## src/rtl/command_receiver.sv

```systemverilog
// Purpose    : receive-side front end; decodes UART bytes into vector loads (BRAM_A/BRAM_B) and op commands.
// Latency    : rx_ready -> BRAM write 1 cycle; rx_ready (op code) -> result pulse 2 cycles.
// Backpressure: none toward uart_rx; new commands are blocked (bytes discarded) until done pulses.
//
// Ports:
//   clk, reset             system clock, synchronous active-high reset
//   rx_ready, rx_data      1-cycle strobe + received byte from uart_rx
//   done                   1-cycle pulse from the processing block: command finished
//   bram_addr, bram_wdata  shared BRAM write address/data
//   bramA_we, bramB_we     per-BRAM write enables (never both high)
//   result                 [3]=cmd pulse, [2]=1 vector/0 scalar, [1:0]=op code
//   load_done              pulses with the write of the last payload byte
//   cmd_error              pulses one cycle after an unknown command byte
//   timeout                pulses when a load is abandoned on an idle gap
//   busy                   high in every state except IDLE
//
// Optional feature: define RX_TIMEOUT_EN to build the load gap timer (TIMEOUT_CYCLES);
// without it timeout is tied low and LOAD waits indefinitely.
module command_receiver #(
    parameter int NBytes         = 1024,
    parameter int TIMEOUT_CYCLES = 1000000
) (
    input  logic       clk,
    input  logic       reset,
    input  logic       rx_ready,
    input  logic [7:0] rx_data,
    input  logic       done,
    output logic [9:0] bram_addr,
    output logic [7:0] bram_wdata,
    output logic       bramA_we,
    output logic       bramB_we,
    output logic [3:0] result,
    output logic       load_done,
    output logic       cmd_error,
    output logic       timeout,
    output logic       busy
);

    generate
        if (NBytes < 2 || NBytes > 1024 || TIMEOUT_CYCLES < 2) begin : g_bad_param
            $error("command_receiver: NBytes must be 2..1024 and TIMEOUT_CYCLES >= 2");
        end
    endgenerate

    typedef enum logic [1:0] {
        IDLE,
        LOAD,
        ISSUE,
        WAIT_DONE
    } state_t;

    localparam logic [9:0] LastAddr = 10'(NBytes - 1);

    state_t     state_q;
    logic       tgt_b_q;      // 0: load targets BRAM_A, 1: BRAM_B
    logic [2:0] cmd_q;        // latched {vector, op}
    logic [9:0] addr_q;       // next payload address
    logic [9:0] addr_d;
    logic       last_byte;

    logic [9:0] bram_addr_q;
    logic [7:0] bram_wdata_q;
    logic       bramA_we_q;
    logic       bramB_we_q;
    logic [3:0] result_q;
    logic       load_done_q;
    logic       cmd_error_q;
    logic       timeout_q;
    logic       busy_q;

    // Command codes 0x03..0x08 map to op = low two bits + 1:
    // 03->0, 04->1, 05->2, 06->3, 07->0, 08->1.
    logic [1:0] op_code;
    assign op_code = rx_data[1:0] + 2'd1;

    assign last_byte = (addr_q == LastAddr);
    assign addr_d    = last_byte ? 10'd0 : addr_q + 10'd1;

`ifdef RX_TIMEOUT_EN
    localparam int GapW = $clog2(TIMEOUT_CYCLES + 1);
    localparam logic [GapW-1:0] GapLimit = GapW'(TIMEOUT_CYCLES - 1);
    // Cycles elapsed since the last accepted byte (1 in the cycle after it),
    // so the pulse lands exactly TIMEOUT_CYCLES cycles after that byte.
    logic [GapW-1:0] gap_q;
`endif

    always_ff @(posedge clk) begin
        if (reset) begin
            state_q      <= IDLE;
            tgt_b_q      <= 1'b0;
            cmd_q        <= 3'd0;
            addr_q       <= 10'd0;
            bram_addr_q  <= 10'd0;
            bram_wdata_q <= 8'd0;
            bramA_we_q   <= 1'b0;
            bramB_we_q   <= 1'b0;
            result_q     <= 4'd0;
            load_done_q  <= 1'b0;
            cmd_error_q  <= 1'b0;
            timeout_q    <= 1'b0;
            busy_q       <= 1'b0;
`ifdef RX_TIMEOUT_EN
            gap_q        <= '0;
`endif
        end else begin
            // Pulse outputs default low every cycle.
            bramA_we_q  <= 1'b0;
            bramB_we_q  <= 1'b0;
            result_q    <= 4'd0;
            load_done_q <= 1'b0;
            cmd_error_q <= 1'b0;
            timeout_q   <= 1'b0;

            case (state_q)
                IDLE: begin
                    if (rx_ready) begin
                        case (rx_data)
                            8'h01, 8'h02: begin
                                tgt_b_q <= rx_data[1];
                                addr_q  <= 10'd0;
                                state_q <= LOAD;
                                busy_q  <= 1'b1;
`ifdef RX_TIMEOUT_EN
                                gap_q   <= GapW'(1);
`endif
                            end
                            8'h03, 8'h04, 8'h05, 8'h06: begin
                                cmd_q   <= {1'b1, op_code};
                                state_q <= ISSUE;
                                busy_q  <= 1'b1;
                            end
                            8'h07, 8'h08: begin
                                cmd_q   <= {1'b0, op_code};
                                state_q <= ISSUE;
                                busy_q  <= 1'b1;
                            end
                            default: cmd_error_q <= 1'b1;
                        endcase
                    end
                end

                LOAD: begin
                    if (rx_ready) begin
                        bramA_we_q   <= ~tgt_b_q;
                        bramB_we_q   <= tgt_b_q;
                        bram_wdata_q <= rx_data;
                        bram_addr_q  <= addr_q;
                        addr_q       <= addr_d;
`ifdef RX_TIMEOUT_EN
                        gap_q        <= GapW'(1);
`endif
                        if (last_byte) begin
                            load_done_q <= 1'b1;
                            state_q     <= IDLE;
                            busy_q      <= 1'b0;
                        end
                    end
`ifdef RX_TIMEOUT_EN
                    else if (gap_q == GapLimit) begin
                        // Abandon the load; whatever was written stays in BRAM.
                        timeout_q <= 1'b1;
                        addr_q    <= 10'd0;
                        state_q   <= IDLE;
                        busy_q    <= 1'b0;
                    end else begin
                        gap_q <= gap_q + GapW'(1);
                    end
`endif
                end

                ISSUE: begin
                    result_q <= {1'b1, cmd_q};
                    state_q  <= WAIT_DONE;
                end

                WAIT_DONE: begin
                    // Any rx byte here is dropped, including one coincident with done.
                    if (done) begin
                        state_q <= IDLE;
                        busy_q  <= 1'b0;
                    end
                end

                default: begin
                    state_q <= IDLE;
                    busy_q  <= 1'b0;
                end
            endcase
        end
    end

    assign bram_addr  = bram_addr_q;
    assign bram_wdata = bram_wdata_q;
    assign bramA_we   = bramA_we_q;
    assign bramB_we   = bramB_we_q;
    assign result     = result_q;
    assign load_done  = load_done_q;
    assign cmd_error  = cmd_error_q;
`ifdef RX_TIMEOUT_EN
    assign timeout    = timeout_q;
`else
    assign timeout    = 1'b0;
`endif
    assign busy       = busy_q;

endmodule
```

## config.mk

```make
export PLATFORM = sky130hd
export DESIGN_NAME = command_receiver
export DESIGN_NICKNAME = d
export VERILOG_FILES = /design/src/rtl/command_receiver.sv
export SDC_FILE = /design/constraint.sdc
export NUM_CORES = 1
export LEC_CHECK = 0
export ABC_AREA = 1
export BUFFER_PORTS_ARGS = -buffer_cell sky130_fd_sc_hd__buf_4
export CORE_MARGIN = 4
export CORE_UTILIZATION = 29
export DETAILED_ROUTE_END_ITERATION = 10
export SLEW_MARGIN = 20
export SYNTH_ARGS = -nofsm -noshare
export SYNTH_HDL_FRONTEND = slang
export SYNTH_SLANG_ARGS = --single-unit
```

## constraint.sdc

```tcl
create_clock -name clk -period 1.6 [get_ports clk]
set_input_delay 0.24 -clock clk [delete_from_list [all_inputs] [get_ports clk]]
set_output_delay 0.24 -clock clk [all_outputs]
set_load 0.05 [all_outputs]
```

# --- Yosys cells after proc, flatten, opt, wreduce, memory -nomap -nowiden ---
# Index checks and enable logic that the tools add are counted.
word_totals:
  reg_bits: 43
  latchBits: 0
  ramBits: 0
  mem_bits_ro: 0
  input_bits: 12
  output_inout_bits: 28
  elab_cells: 78
  n_memories: 0
op_classes:
  n_addsub: 2
  multipliers: 0
  div: 0
  n_lt_le_gt_ge: 0
  n_eq_ne: 19
  shift: 0
  muxes: 21
  bitwise_logic: 5
  reduce_logical: 18
op_table:
  columns: ["cell", "count"]
  rows:
  - ["$mux W10", 4]
  - ["$eq A8 B3 Y1 const B", 4]
  - ["$pmux W10 S2", 1]
  - ["$eq A8 B2 Y1 const B", 2]
  - ["$add A10 B1 Y10 const B", 1]
  - ["$eq A10 B10 Y1 const B", 1]
  - ["$ne A2 B2 Y1 const B", 5]
  - ["$eq A8 B1 Y1 const B", 1]
  - ["$eq A8 B4 Y1 const B", 1]
  - ["$mux W2", 4]
  - ["$pmux W2 S4", 1]
  - ["$reduce_or A8 Y1", 1]
  - ["$mux W1", 7]
  - ["$pmux W3 S2", 1]
  - ["$reduce_and A3 Y1", 2]
  - ["$reduce_and A6 Y1", 1]
  - ["$reduce_or A2 Y1", 3]
  - ["$reduce_or A3 Y1", 2]
  - ["$reduce_or A6 Y1", 1]
  - ["$not A1 Y1", 5]
  - ["$reduce_and A5 Y1", 1]
  - ["$eq A2 B2 Y1 const B", 2]
  - ["$mux W4", 1]
  - ["$pmux W2 S2", 1]
  - ["11 further kinds", 12]

# --- Depth between registers and ports, before layout ---
logic_depth:
  ltp_word: 5
  mapped_depth: 12
  ltp_nobuf: 12

# --- Worst setup path after synthesis ---
# No wires, ideal clock.
synth_path:
  kind: "register to register"
  startpoint: "register addr_q[0]"
  endpoint: "register addr_q[7]"
  setup_ps: 110
  t_arrival_ps: 1319
  required_time_ps: 1490
  slack_ps: 171
  path_stages_with_launch: 11
  path_buffers: 0
  period_less_slack_ps: 1429
  cell_sequence: "dfxtp_1 -> ha_1 -> nand3_2 -> nor2_4 -> nand3_2 -> nand2_1 -> inv_2 -> o21ai_4 -> inv_2 -> nand2_1 -> nor2_1"
synth_between:
  elab_chain_len: 4
  elab_cells_between_ends: 5
  cone_classes: "1 x add/sub; 1 x eq/ne; 3 x mux"
synth_lines:
  columns: ["item", "line", "rtl"]
  rows:
  - ["from (decl)", "57", "logic [9:0] addr_q;"]
  - ["from (signal assigned)", "148", "addr_q <= addr_d;"]
  - ["$add A10 B1 Y10 / $eq A10 B10 Y1 (equally long branches)", "77, 76", null]
  - ["$mux W10 (*)", "77", "assign addr_d = last_byte ? 10'd0 : addr_q + 10'd1;"]
  - ["$mux W10 (*)", "143", "if (rx_ready) begin"]
  - ["$pmux W10 S2 (*)", "114", "case (state_q)"]
# Mark *: on every way between the ends. The rest lies on a longest branch, timed or not. The select of a mux whose other input is x is not followed.
# A chain may end at the register's enable or synchronous reset.

# --- Final worst setup path ---
# Same ends and word-level chain as after synthesis.

==> results.md <==
* Clk_skew at 0.00464 ns
* Cts bufs inserted at 5
* Area Growth Syn to Fin at 27.9%
* Root Buffer: clkbuf_8
* Yosys reg bits at 43
* Number of flops mapped to enable cells by yosys at 0
* Initial DRC count at 124
* Starting Density at 30.4%
* Drt pass-1 iters at 4
* Via/cell ratio at 4.55
* Count leader, synth: nand2_1
* MaxCap Viol Count at 0
* Slew Limit Fails at 0
* CTS tree: done
* Nets at 335
* Setup slack at placement at -0.0438 ns
* Final Hold Fails at 0
* Die W at 90.5 µm
* Setup crit end kind: flip-flop
* Setup CP Type: flip-flop to flip-flop
* Crit path launch type: flip-flop
* WP data required at 1.80 ns
* I/O Pins at 40
* Final core utilization at 38.9%
* Placer Congestion at 0.830
* RSZ-0062 raised after global routing: false
* Port Buffer Count at 38
* Final min period at 1.44 ns
* PnR worst setup slack at 0.162 ns
* Remaining DRCs at 0
* Hold slack at 0.239 ns
* Peak Freq at 0.695 GHz
* Initial antenna violation count at 0
* Syn nets at 290
* Total gr overflow at 0
* Maximum vdd drop at 0.446 mV
* Synth Warn # at 0
* Placement Cell Area at 2380 µm²
* FFs w/ async S/R, synth at 0%
* Mapped Avg Cell Area at 7.24 µm²
* Leakage power at 0.00108 µW
* Crit path DAT at 1.64 ns
* DRT Wirelength at 4.52 mm
* Worst-Skew Late Latency at 0.30 ns
* Power Density at 845 nW/µm²
* DP HPWL at 3.34 mm
* Post-route clock period utilization at 89.9%
* Post-synth top area share at 43.6%
* GRT Util Overall at 11.2%
* Clk sinks at 43
* Post-synth top cells: 58 x nand2_1, 43 x dfxtp_1, 36 x inv_1
* Final instance area at 2530 µm²
* First-pass GRT wire length at 7.56 mm
* Synthesized area at 1980 µm²
* Vias at 1801
* CTS Buffer Depth at 2
* # rows at 29
* Die H at 90.5 µm
* Clock transition at path regs at 0.08 ns
* Ranking of synthesized cells by area: dfxtp_1 44%, nand2_1 11%, nand3_1 7.3%, inv_1 6.8%, a21oi_1 6.3%
* Die ar. at 8200 µm²
* Outcome: complete, no violations
* Routed Antenna Nets at 0
* Post-CTS setup repair buffer count at 0
* Seq/Total Area, Yosys at 43.6%
* Synth area leader: dfxtp_1
* Setup TNS Final at 0 ns
* Share of cells above drive strength 1 at 23.5%
* WL/cell at 11.4 µm
* H-tree lvl count at 2
* Core area at 6490 µm²
* Hold Crit Class: input pin to flip-flop
* Synth Flop Type: dfxtp_1
* Critical path fanouts, max at 7
* Number of antenna diodes at 0
* Distinct cell type count after synthesis at 29
* Final Setup Violations at 0
* Largest net degree at the start of global routing at 28
* Vias in the first global route at 1661
* Syn Inst Count at 273
## placed cells by master, fill, tap and decap left out, types with 3 or more instances in the layout
| cell type | instances |
|---|---|
| o21ai_0 | 4 |
| ha_1 | 4 |
| nand3_1 | 29 |
| nor2_2 | 3 |
| nand2_1 | 58 |
| a21oi_1 | 25 |
| nand3b_1 | 3 |
| inv_1 | 36 |
| nor2_1 | 27 |
| buf_4 | 49 |
| clkbuf_8 | 6 |
| xor2_1 | 3 |
| dfxtp_1 | 43 |
| nor3_1 | 6 |
## cell families after synthesis
logic type	count (synthesis)	synth area share (%)
simple gates	136	31.3
buf+inv	49	10.1
flops	43	43.6
compound gates	36	10.4
fa+ha+maj	5	3.17
xor+xnor	3	1.33
other cells	1	0.190
## final timing paths
check | startpoint | endpoint | slack (ns) | cells after the start
hold / removal | rx_data[5] | bram_wdata[5] | 0.24 | 3
setup reg to reg | addr_q[0] | addr_q[7] | 0.16 | 10
hold reg to reg | tgt_b_q | bramA_we | 0.43 | 1
setup / recovery | addr_q[0] | addr_q[7] | 0.16 | 10
## worst max-delay path, stage by stage, from the launching register on
cell and delay (ns):
dfxtp_1 0.38, ha_4 0.17, nand3_4 0.10, nor2_4 0.11
nand3_2 0.09, nand2_1 0.08, inv_2 0.04, o21ai_4 0.22
inv_2 0.05, nand2_1 0.05, nor2_1 0.03
## per-stage QoR
stage          total power, µW  cells
2_1_floorplan             1220    273
3_3_place_gp              1290    388
3_5_place_dp              1290    388
4_1_cts                   2170    396
5_1_grt                   2220    396
6_report                  2140    396
## repair_timing
action | 4_1_cts | 5_1_grt
endpoints found under the setup margin | 0 | 10
endpoints found under the hold margin | 0 | 0
resized for setup | 0 | 4
hold buffers | 0 | 0
## sequential cells by signal, indices dropped and copies added, names as in the netlist
| name | count |
|---|---|
| tgt_b_q | 1 |
| state_q | 2 |
| load_done | 1 |
| bramA_we | 1 |
| cmd_q | 3 |
| bram_wdata | 8 |
| cmd_error | 1 |
| addr_q | 10 |
| bramB_we | 1 |
| bram_addr | 10 |
| busy | 1 |
| result | 4 |
## routing by layer
metal  GRT usage [%]  vias up  wire, µm
met5               0        -         0
met4            4.97        0        85
met3            3.17        8       216
met2            18.6       31      2090
met1            13.4      812      2130
li1                -      950         -
## power breakdown
group	switching [µW]	internal [µW]	leakage (µW)
Sequential	5.04	1080	0.000347
Combinational	120	59.1	0.000672
Clock	368	505	0.0000612
## cell type report
class	instances	area [µm²]
tap	77	96.3
sequential	43	861
fill	694	3970
inverter	38	143
clock inverter	2	35.0
multi-input combinational	181	941
clock buffer	6	82.6
timing repair buffer	49	368
Power figures use the tool's default switching activity.
